$ cat src/rtl/systolic_pkg.sv
// rtl/systolic_pkg.sv - shared state encoding and width helpers for the tile sequencer
package systolic_pkg;

  typedef enum logic [1:0] {
    IDLE   = 2'd0,
    LOAD_W = 2'd1,
    STREAM = 2'd2,
    DONE   = 2'd3
  } state_e;

  localparam int DEF_MATRIX_SIZE = 2;
  localparam int DEF_DATA_SIZE   = 32;
  localparam int DEF_STEP_CYCLES = 4;

  // Row address width for an N-row array.
  function automatic int addr_w(input int n);
    return (n > 1) ? $clog2(n) : 1;
  endfunction

  // Step counter width: steps run 0..2N-2; also wide enough to hold the load index 0..N.
  function automatic int step_w(input int n);
    return (n > 1) ? $clog2(2 * n - 1) : 1;
  endfunction

  // Phase counter width, never narrower than one bit.
  function automatic int phase_w(input int step_cycles);
    return (step_cycles > 1) ? $clog2(step_cycles) : 1;
  endfunction

endpackage

$ cat src/rtl/systolic_step_counter.sv
// rtl/systolic_step_counter.sv - saturating phase/step counter for the streaming window
module systolic_step_counter
  import systolic_pkg::*;
#(
  parameter int STEP_W     = 2,
  parameter int PHASE_W    = 2,
  parameter int LAST_STEP  = 2,
  parameter int LAST_PHASE = 3
) (
  input  logic               clk,
  input  logic               reset,
  input  logic               en_i,
  input  logic               clr_i,
  output logic [STEP_W-1:0]  step_nxt_o,
  output logic [PHASE_W-1:0] phase_nxt_o,
  output logic               last_step_o,
  output logic               last_phase_o
);

  localparam logic [STEP_W-1:0]  STEP_LAST  = STEP_W'(LAST_STEP);
  localparam logic [PHASE_W-1:0] PHASE_LAST = PHASE_W'(LAST_PHASE);

  logic [STEP_W-1:0]  step_q, step_d;
  logic [PHASE_W-1:0] phase_q, phase_d;

  assign last_step_o  = (step_q == STEP_LAST);
  assign last_phase_o = (phase_q == PHASE_LAST);
  assign step_nxt_o   = step_d;
  assign phase_nxt_o  = phase_d;

  // Next count: clear wins, then advance phase and roll into step; hold once both are terminal.
  always_comb begin
    step_d  = step_q;
    phase_d = phase_q;
    if (clr_i) begin
      step_d  = '0;
      phase_d = '0;
    end else if (en_i && !(last_step_o && last_phase_o)) begin
      if (last_phase_o) begin
        phase_d = '0;
        step_d  = step_q + 1'b1;
      end else begin
        phase_d = phase_q + 1'b1;
      end
    end
  end

  // Counter registers.
  always_ff @(posedge clk or posedge reset) begin
    if (reset) begin
      step_q  <= '0;
      phase_q <= '0;
    end else begin
      step_q  <= step_d;
      phase_q <= phase_d;
    end
  end

endmodule

$ cat src/rtl/systolic_tile_sequencer.sv
// rtl/systolic_tile_sequencer.sv - weight load, skewed streaming and write-back sequencing for one tile
module systolic_tile_sequencer
  import systolic_pkg::*;
#(
  parameter int MATRIX_SIZE = DEF_MATRIX_SIZE,
  parameter int DATA_SIZE   = DEF_DATA_SIZE,
  parameter int STEP_CYCLES = DEF_STEP_CYCLES,
  localparam int ADDR_W     = addr_w(MATRIX_SIZE)
) (
  input  logic                   clk,
  input  logic                   reset,
  input  logic                   general_enable,
  input  logic                   start,
  output logic                   busy,
  output logic                   done,
  output logic                   w_rd_en,
  output logic [ADDR_W-1:0]      w_rd_addr,
  output logic [MATRIX_SIZE-1:0] load_weight,
  output logic                   a_rd_en,
  output logic [ADDR_W-1:0]      a_rd_addr,
  output logic [MATRIX_SIZE-1:0] enable_mult,
  output logic                   res_wr_en,
  output logic [ADDR_W-1:0]      res_wr_addr
);

  localparam int STEP_W  = step_w(MATRIX_SIZE);
  localparam int PHASE_W = phase_w(STEP_CYCLES);
  localparam logic [STEP_W-1:0]  N_S    = STEP_W'(MATRIX_SIZE);
  localparam logic [STEP_W-1:0]  NM1_S  = STEP_W'(MATRIX_SIZE - 1);
  localparam logic [PHASE_W-1:0] P_LAST = PHASE_W'(STEP_CYCLES - 1);

  state_e              state_q, state_d;
  logic [STEP_W-1:0]   k_q, k_d;
  logic                cnt_en, cnt_clr;
  logic [STEP_W-1:0]   step_nxt, res_diff;
  logic [PHASE_W-1:0]  phase_nxt;
  logic                last_step, last_phase;

  logic                   busy_q, busy_d, done_q, done_d;
  logic                   w_rd_en_q, w_rd_en_d, a_rd_en_q, a_rd_en_d, res_wr_en_q, res_wr_en_d;
  logic [ADDR_W-1:0]      w_rd_addr_q, w_rd_addr_d, a_rd_addr_q, a_rd_addr_d;
  logic [ADDR_W-1:0]      res_wr_addr_q, res_wr_addr_d;
  logic [MATRIX_SIZE-1:0] load_weight_q, load_weight_d, enable_mult_q, enable_mult_d;

  systolic_step_counter #(
    .STEP_W    (STEP_W),
    .PHASE_W   (PHASE_W),
    .LAST_STEP (2 * MATRIX_SIZE - 2),
    .LAST_PHASE(STEP_CYCLES - 1)
  ) u_step_counter (
    .clk         (clk),
    .reset       (reset),
    .en_i        (cnt_en),
    .clr_i       (cnt_clr),
    .step_nxt_o  (step_nxt),
    .phase_nxt_o (phase_nxt),
    .last_step_o (last_step),
    .last_phase_o(last_phase)
  );

  // Next state: everything holds while general_enable is low.
  always_comb begin
    state_d = state_q;
    k_d     = k_q;
    cnt_en  = 1'b0;
    cnt_clr = 1'b0;
    if (general_enable) begin
      case (state_q)
        IDLE: if (start) begin
          state_d = LOAD_W;
          k_d     = '0;
        end
        LOAD_W: if (k_q == N_S) begin
          state_d = STREAM;
          cnt_clr = 1'b1;
        end else begin
          k_d = k_q + 1'b1;
        end
        STREAM: if (last_step && last_phase) state_d = DONE;
                else cnt_en = 1'b1;
        DONE:    state_d = IDLE;
        default: state_d = IDLE;
      endcase
    end
  end

  // Output decode from the position the sequencer moves to, so the strobes land registered.
  always_comb begin
    busy_d        = (state_d == LOAD_W) || (state_d == STREAM);
    done_d        = 1'b0;
    w_rd_en_d     = 1'b0;
    w_rd_addr_d   = '0;
    load_weight_d = '0;
    a_rd_en_d     = 1'b0;
    a_rd_addr_d   = '0;
    enable_mult_d = '0;
    res_wr_en_d   = 1'b0;
    res_wr_addr_d = '0;
    res_diff      = step_nxt - NM1_S;
    case (state_d)
      LOAD_W: begin
        if (k_d < N_S) begin
          w_rd_en_d   = 1'b1;
          w_rd_addr_d = k_d[ADDR_W-1:0];
        end
        // Buffer read data arrives one cycle later, so row k-1 captures at index k.
        for (int r = 0; r < MATRIX_SIZE; r++) load_weight_d[r] = (k_d == STEP_W'(r + 1));
      end
      STREAM: begin
        if (phase_nxt == '0 && step_nxt < N_S) begin
          a_rd_en_d   = 1'b1;
          a_rd_addr_d = step_nxt[ADDR_W-1:0];
        end
        for (int r = 0; r < MATRIX_SIZE; r++)
          enable_mult_d[r] = (step_nxt >= STEP_W'(r)) && (step_nxt <= STEP_W'(r + MATRIX_SIZE - 1));
        if (phase_nxt == P_LAST && step_nxt >= NM1_S) begin
          res_wr_en_d   = 1'b1;
          res_wr_addr_d = res_diff[ADDR_W-1:0];
        end
      end
      DONE:    done_d = 1'b1;
      default: ;
    endcase
  end

  // State, load index and output registers.
  always_ff @(posedge clk or posedge reset) begin
    if (reset) begin
      state_q       <= IDLE;
      k_q           <= '0;
      busy_q        <= 1'b0;
      done_q        <= 1'b0;
      w_rd_en_q     <= 1'b0;
      w_rd_addr_q   <= '0;
      load_weight_q <= '0;
      a_rd_en_q     <= 1'b0;
      a_rd_addr_q   <= '0;
      enable_mult_q <= '0;
      res_wr_en_q   <= 1'b0;
      res_wr_addr_q <= '0;
    end else begin
      state_q       <= state_d;
      k_q           <= k_d;
      busy_q        <= busy_d;
      done_q        <= done_d;
      w_rd_en_q     <= w_rd_en_d;
      w_rd_addr_q   <= w_rd_addr_d;
      load_weight_q <= load_weight_d;
      a_rd_en_q     <= a_rd_en_d;
      a_rd_addr_q   <= a_rd_addr_d;
      enable_mult_q <= enable_mult_d;
      res_wr_en_q   <= res_wr_en_d;
      res_wr_addr_q <= res_wr_addr_d;
    end
  end

  // A frozen cycle masks every strobe immediately; the registers keep the frozen position for resume.
  assign busy        = busy_q;
  assign done        = done_q & general_enable;
  assign w_rd_en     = w_rd_en_q & general_enable;
  assign w_rd_addr   = w_rd_addr_q;
  assign load_weight = load_weight_q & {MATRIX_SIZE{general_enable}};
  assign a_rd_en     = a_rd_en_q & general_enable;
  assign a_rd_addr   = a_rd_addr_q;
  assign enable_mult = enable_mult_q & {MATRIX_SIZE{general_enable}};
  assign res_wr_en   = res_wr_en_q & general_enable;
  assign res_wr_addr = res_wr_addr_q;

endmodule

$ cat config.mk
export PLATFORM = sky130hd
export DESIGN_NAME = systolic_tile_sequencer
export DESIGN_NICKNAME = d
export VERILOG_FILES = /design/src/rtl/systolic_pkg.sv /design/src/rtl/systolic_step_counter.sv /design/src/rtl/systolic_tile_sequencer.sv
export SDC_FILE = /design/constraint.sdc
export NUM_CORES = 1
export LEC_CHECK = 0
export CAP_MARGIN = 20
export CORE_ASPECT_RATIO = 1.2
export CORE_MARGIN = 5
export CORE_UTILIZATION = 45
export CTS_CLUSTER_SIZE = 16
export DETAILED_ROUTE_END_ITERATION = 6
export PLACE_DENSITY = 0.73
export SLEW_MARGIN = 10
export SYNTH_ARGS = -nofsm -noshare
export SYNTH_HDL_FRONTEND = slang
export SYNTH_SLANG_ARGS = --single-unit
export TNS_END_PERCENT = 1
$ cat constraint.sdc
create_clock -name clk -period 4.5 [get_ports clk]
set_clock_uncertainty 0.2 [all_clocks]
set_input_delay 0.675 -clock clk [delete_from_list [all_inputs] [get_ports clk]]
set_output_delay 0.675 -clock clk [all_outputs]
set_load 0.01 [all_outputs]
==> results_dict.tcl, run 1 <==
set metrics [dict create \
    cp.required_ps 3620 \
    drive_above_1_share_pct 9.62 \
    finalCritPeriodShare_pct 67.1 \
    routedWlPerCell_um 12.2 \
    vias 678 \
    dp_hpwl_mm 1.22 \
    clockRootBuffer "clkbuf_4" \
    worstHoldStart "k_q[0]" \
    use_met3_pct 2.70 \
    cts_sinks 19 \
    start_util_pct 47.2 \
    routed_wl_mm 1.63 \
    globalplace.congestion 0.786 \
    fin_hold_ws_ps 375 \
    netlist_area_um2 967 \
    p_total_uw 551 \
    ys_ff_latch 19 \
    end_kind "primary output" \
    rsz0062_at_grt "false" \
    grt_max_degree 20 \
    hold_buffers 0 \
    gr-max-usage-layer "met2" \
    io_pins 16 \
    p_leak_nw 0.566 \
    die_area_um2 3180 \
    synth.distinct_cells 28 \
    cp-startpoint "general_enable" \
    antenna_found_initial 0 \
    drv_cap 0 \
    timing.critical_path.mode_cell "clkdlybuf4s50_1" \
    grt_pass1_wl_mm 3.02 \
    ant_nets 0 \
    ctsResizeCount 0 \
    num_rows 18 \
    irDropWorstVdd_v 0.000319 \
    firstDrtPassIters 4 \
    die_x_um 52.3 \
    cts.path.max_buffers 2 \
    slowest_stage "clkdlybuf4s50_1" \
    core-area_um2 2050 \
    cts.htree.levels 1 \
    ys_warn_count 0 \
    path_cells "clkdlybuf4s50_1 > and2_1 > clkdlybuf4s50_1" \
    cp_max_fo 14 \
    fillCellCount 177 \
    timing.setup.tns_ps 0 \
    num-nets-final 117 \
    syn-num-nets 98 \
    groute.usage.overall_pct 12.6 \
    hp-class "flop to flop" \
    grt_pass1_vias 723 \
    postCtsSetupBuffers 0 \
    fin_crit_ps 3020 \
    die_h_um 60.8 \
    grt_use_met1_pct 13.5 \
    finalHoldViolations 0 \
    drc 0 \
    numCtsBuffers 3 \
    via_per_inst 5.06 \
    worstPathArrival_ps 2140 \
    clock_latency_ps 280 \
    grt_overflow 0 \
    syn_avg_cell_area_um2 11.2 \
    seq_area_frac_synth_pct 49.2 \
    cts_tree "built" \
    tightest_slew_ps 690 \
    clkSlewWorstSetupHoldPaths_ps 100 \
    final_max_slew_viol_count 0 \
    numPortBuffers 15 \
    outcome "finished clean" \
    worst_path_largest_cell_delay_ps 740 \
    syn-instance-count 86 \
    pwr_density_cell_nw_per_um2 468 \
    grt.met2_usage_pct 23.9 \
    rr_startpoint "u_step_counter.phase_q[0]" \
    relSlewSlack_pct 53.9 \
    first_iter_violations 16 \
    area_growth_pct 21.7 \
    startpoint_type "input pin" \
    setup_violations 0 \
    worstSetupPathType "input pin to primary output" \
    antenna_cells 0 \
    max_freq_mhz 331 \
]
-- synth_stat cells (all sizes together) --
cell type  instances  area [um2]
o32ai              1        16.3
inv               11        41.3
and2              11        68.8
nand2              5        18.8
o31ai              1        12.5
nor4b              1        15.0
and4               1        8.76
nand4b             1        8.76
clkbuf             1        3.75
ha                 8         100
nand3b             1        20.0
o21ai              5        25.0
and3               2        12.5
a21oi              1        8.76
or2b               1        7.51
o211ai             2        15.0
a21o               1        7.51
mux2i              1        13.8
nor3               1        5.00
dfrtp             19         475
nor3b              2        15.0
nand3              1        5.00
nor2b              3        18.8
a22o               1        8.76
o21a               2        15.0
nor4               1        12.5
a22oi              1        7.51
-- cell type report --
class	instances	area (um2)	area share, %
sequential	19	475	40.4
multi-input combinational	55	447	37.9
timing repair buffer	15	150	12.8
inverter	11	41.3	3.51
tap	30	37.5	3.19
clock buffer	4	26.3	2.23
-- flip-flops by register name (all words and copies together), names as in the netlist --
signal                  cells
a_rd_en_q                   1
state_q                     2
done_q                      1
res_wr_addr                 1
u_step_counter.step_q       2
busy                        1
load_weight_q               1
w_rd_en_q                   1
enable_mult_q               2
res_wr_en_q                 1
w_rd_addr                   1
u_step_counter.phase_q      2
k_q                         2
a_rd_addr                   1
-- path summary, 6_finish.rpt --
kind / endpoint / slack, ps / cells past startpoint
worst min register to register: k_q[0] / 370 / 1
max in group asynchronous: busy / 3080 / 2
min in group asynchronous: done_q / 590 / 2
worst min-delay path: k_q[0] / 370 / 1
worst max register to register: res_wr_addr / 2220 / 7
worst max-delay path: done / 1480 / 3
-- critical path, delay by kind of cell --
kind	cells	cell delay, ps
buffers and inverters	2	1270
AND/OR/NAND/NOR	1	200
-- routing by layer --
metal,wire (um),share of wire (%)
met1,679,42
met2,864,53
met3,72,4.4
met4,17,1.0
met5,0,0
-- kinds of logic after synthesis --
logic type,synth area share [%]
fa+ha+maj,10.3
simple gates,22.4
buf+inv,4.66
flops,49.2
mux,1.42
compound gates,12.0
-- report_power, final --
group          internal (mW)  total, mW  switching (mW)
Clock                 0.0344     0.0823          0.0479
Combinational          0.106      0.219           0.113
Sequential             0.216      0.250          0.0331
Total                  0.357      0.551           0.194
-- placed cells by master (no fill, tap or decap), types with 2 or more instances in the layout --
cell type	netlist	routed
clkbuf_4	0	3
nand2_1	5	5
clkdlybuf4s50_1	0	15
o211ai_1	2	2
o21ai_0	4	4
inv_1	11	11
dfrtp_1	19	19
and3_1	2	2
ha_1	8	8
and2_1	11	11
nor3b_1	2	2
o21a_1	2	2
nor2b_1	3	3
-- through the flow --
| step | instances | util, % | area, um2 | setup slack [ps] |
|---|---|---|---|---|
| after detailed placement | 130 | 56.2 | 1150 | 1450 |
| after global placement | 130 | 56.2 | 1150 | 1470 |
| after CTS | 134 | 57.4 | 1180 | 1450 |
| after global routing | 134 | 57.4 | 1180 | 1380 |
| final | 134 | 57.4 | 1180 | 1480 |
| after floorplan | 86 | - | 967 | 2480 |
No activity file was read; power rests on OpenSTA's default activity.
==> run 2, diff against run 1 <==
- PLACE_DENSITY: 0.73 -> 0.76
- clock period: 4.5 -> 2.47 ns (I/O delays scaled with it)
==> results_dict.tcl, run 2 (synthesized netlist as in run 1, its figures left out) <==
set metrics [dict create \
    num-nets-final 123 \
    rr_startpoint "u_step_counter.phase_q[0]" \
    start_util_pct 47.2 \
    via_per_inst 4.95 \
    end_kind "primary output" \
    dp.cells 136 \
    cts.htree.levels 1 \
    clkSlewWorstSetupHoldPaths_ps 110 \
    regArea_um2 475 \
    die_h_um 60.8 \
    multi_input_area_um2 447 \
    timing.setup.tns_ps 0 \
    hold_buffers 0 \
    die_area_um2 3180 \
    slowest_stage "clkdlybuf4s50_1" \
    cp-startpoint "general_enable" \
    die_x_um 52.3 \
    timing.critical_path.mode_cell "clkdlybuf4s50_1" \
    postCtsSetupBuffers 0 \
    outcome "finished clean" \
    fin_crit_ps 2220 \
    final_cells 140 \
    firstDrtPassIters 4 \
    antenna_found_initial 0 \
    globalplace.congestion 0.778 \
    drc 0 \
    worstSetupPathType "input pin to primary output" \
    num_rows 18 \
    ff2ff_path_depth 7 \
    core-area_um2 2050 \
    final_max_slew_viol_count 0 \
    numPortBuffers 15 \
    cp_max_fo 8 \
    vias 693 \
    routed_wl_mm 1.64 \
    finalHoldViolations 0 \
    area_growth_pct 26.4 \
    path_cells "clkdlybuf4s50_1 > buf_4 > and2_1 > clkdlybuf4s50_1" \
    clock_latency_ps 300 \
    p_leak_nw 0.596 \
    worstPathArrival_ps 1650 \
    dp_hpwl_mm 1.36 \
    cts.path.max_buffers 2 \
    place_area_um2 1200 \
    cts_sinks 19 \
    antenna_cells 0 \
    tightest_slew_ps 693 \
    ctsResizeCount 0 \
    rsz0062_at_grt "false" \
    startpoint_type "input pin" \
    numCtsBuffers 3 \
    hp-class "input pin to asynchronous set/reset pin" \
    drv_cap 0 \
    irDropWorstVdd_v 0.000578 \
    cts_tree "built" \
    cp.required_ps 1900 \
    setup_violations 0 \
    io_pins 16 \
    grt_max_degree 20 \
    max_freq_mhz 450 \
    layout_commonest_cell "dfrtp_1" \
    first_iter_violations 12 \
    clockRootBuffer "clkbuf_4" \
    pre_cts_ws_ps 161 \
    finalCritPeriodShare_pct 90.0 \
    routedWlPerCell_um 11.7 \
    r2r-end "res_wr_addr" \
    ant_nets 0 \
    pwr_density_cell_nw_per_um2 844 \
    layout_common_cells "dfrtp_1 (19), clkdlybuf4s50_1 (15), inv_1 (11), and2_1 (11), ha_1 (8)" \
    worst_path_largest_cell_delay_ps 540 \
    fillCellCount 177 \
    grt_overflow 0 \
    groute.usage.overall_pct 12.2 \
    relSlewSlack_pct 53.8 \
    path_delay_family "buffers and inverters" \
    layout_setup_ws_ps 246 \
    grt_pass1_wl_mm 2.82 \
    drive_above_1_share_pct 14.5 \
    crit_buf_inv 3 \
    grt_pass1_vias 654 \
    r2r_setup_slack_ps 380 \
    finalInstanceArea_um2 1220 \
]
==> run 2: how the worst max path moves through the flow <==
stage / endpoint / depth (start not counted) / slack, ps
after floorplan: res_wr_addr / 8 / 450
after global placement: res_wr_addr / 8 / 200
after detailed placement: res_wr_addr / 8 / 160
after CTS: load_weight[0] / 4 / 230
after global routing: a_rd_en / 4 / 190
final: load_weight[0] / 4 / 250
==> run 2: routing by layer <==
metal  track usage, %  vias up  wire (um)
met1             13.8      332        652
met3             2.46        4         74
li1                 -      342          -
met4             4.38        0         23
met2             22.3       15        888
met5                0        -          0
==> run 2: report_power, final <==
part | leakage, nW | internal (mW) | switching [mW] | total [mW]
Clock | 0.0150 | 0.0629 | 0.0922 | 0.155
Combinational | 0.328 | 0.214 | 0.208 | 0.422
Sequential | 0.254 | 0.394 | 0.0593 | 0.454
==> run 2: cell type report <==
type	count	share of cell area, %
Sequential cell	19	38.9
Multi-Input combinational cell	55	36.5
Tap cell	30	3.07
Timing Repair Buffer	21	16.0
Inverter	11	3.38
Clock buffer	4	2.15
==> run 2: metrics by stage <==
| step | util [%] | hold WS, ps | power, mW |
|---|---|---|---|
| final | 59.6 | 266 | 1.03 |
| after global placement | 58.4 | 345 | 0.866 |
| after floorplan | - | 122 | 0.722 |
| after global routing | 59.6 | 341 | 1.13 |
| after CTS | 59.6 | 291 | 1.05 |
| after detailed placement | 58.4 | 364 | 0.893 |
==> run 3, diff against run 2 <==
- GPL_TIMING_DRIVEN: not set -> 0
==> results_dict.tcl, run 3 (synthesized netlist as in run 1, its figures left out) <==
set metrics [dict create \
    grt_max_degree 20 \
    finalHoldViolations 0 \
    fillCellCount 171 \
    clkSlewWorstSetupHoldPaths_ps 110 \
    end_kind "flop" \
    pwr_density_cell_nw_per_um2 839 \
    p_leak_nw 0.580 \
    die_x_um 52.3 \
    place_area_um2 1150 \
    area_growth_pct 22.8 \
    timing.setup.tns_ps 0 \
    ant_nets 0 \
    routedWlPerCell_um 11.3 \
    firstDrtPassIters 4 \
    final_max_slew_viol_count 0 \
    hp-class "input pin to asynchronous set/reset pin" \
    cts_tree "built" \
    die_h_um 60.8 \
    drive_above_1_share_pct 10.5 \
    groute.usage.overall_pct 11.8 \
    core-area_um2 2050 \
    setup_violations 0 \
    irDropWorstVdd_v 0.000658 \
    regArea_um2 475 \
    fin_crit_ps 2250 \
    tightest_slew_ps 686 \
    grt_pass1_vias 676 \
    drv_cap 0 \
    cts_sinks 19 \
    clock_latency_ps 300 \
    numPortBuffers 15 \
    finalCritPeriodShare_pct 91.1 \
    layout_setup_ws_ps 219 \
    drc 0 \
    start_util_pct 47.2 \
    io_pins 16 \
    numCtsBuffers 3 \
    layout_common_cells "dfrtp_1 (19), clkdlybuf4s50_1 (14), inv_1 (11), and2_1 (11), ha_1 (8)" \
    globalplace.congestion 0.787 \
    cp_max_fo 5 \
    outcome "finished clean" \
    cp.required_ps 2520 \
    grt_pass1_wl_mm 2.77 \
    clockRootBuffer "clkbuf_4" \
    worstSetupPathType "flop to flop" \
    dp_hpwl_mm 1.22 \
    relSlewSlack_pct 54.2 \
    cts.path.max_buffers 2 \
    antenna_found_initial 0 \
    fin_hold_ws_ps 262 \
    finalInstanceArea_um2 1190 \
    vias 672 \
    routed_wl_mm 1.52 \
    grt_overflow 0 \
    multi_input_area_um2 447 \
    rsz0062_at_grt "false" \
    first_iter_violations 6 \
    antenna_cells 0 \
    startpoint_type "flop" \
    die_area_um2 3180 \
    worstPathArrival_ps 2300 \
    via_per_inst 4.98 \
    num-nets-final 118 \
    layout_commonest_cell "dfrtp_1" \
    pre_cts_ws_ps -136 \
    cts.htree.levels 1 \
    postCtsSetupBuffers 0 \
    final_util_pct 57.9 \
    max_freq_mhz 444 \
    num_rows 18 \
]
run 3: report_power, final:
part           internal (mW)  switching [mW]
combinational          0.192           0.198
clock                 0.0629          0.0909
sequential             0.394          0.0586
run 3: worst paths after layout:
kind / start / endpoint / slack (ps) / depth (start not counted)
max: u_step_counter.phase_q[0] / res_wr_addr / 220 / 7
max reg2reg: u_step_counter.phase_q[0] / res_wr_addr / 220 / 7
min reg2reg: k_q[0] / k_q[0] / 370 / 1
max in group asynchronous: reset / k_q[0] / 1360 / 2
min: reset / a_rd_en_q / 260 / 2
min in group clk: k_q[0] / k_q[0] / 370 / 1
run 3: layer usage:
layer | vias to the layer above | GRT usage [%] | routed length [um] | part of all wire [%]
li1 | 330 | - | - | -
met1 | 326 | 12.0 | 584 | 38
met2 | 14 | 22.2 | 841 | 55
met3 | 2 | 3.19 | 70 | 4.6
met4 | 0 | 5.11 | 25 | 1.6
met5 | - | 0 | 0 | 0
run 3: area by class of cell:
| cell class | count | area share (%) |
|---|---|---|
| Timing Repair Buffer | 15 | 12.9 |
| Buffer | 1 | 0.632 |
| Inverter | 11 | 3.48 |
| Sequential cell | 19 | 40.0 |
| Clock buffer | 4 | 2.21 |
| Tap cell | 30 | 3.16 |
| Multi-Input combinational cell | 55 | 37.6 |
run 3: timing repair:
item,in CTS,in global routing
hold buffers,0,0
resized for setup,2,1
endpoints found under the setup margin,8,7
run 3: metrics by stage:
step	total power [mW]	std cells
6_report	0.996	135
5_1_grt	1.09	135
4_1_cts	1.01	135
3_5_place_dp	0.856	131
3_3_place_gp	0.833	131
2_1_floorplan	0.722	86
run 3: worst max-delay path, stage by stage (launching register included):
cell and delay, ps:
dfrtp_1 400, ha_1 270, or2b_1 300, o31ai_2 430, inv_1 90, ha_1 190
nor2b_1 130, and4_1 190
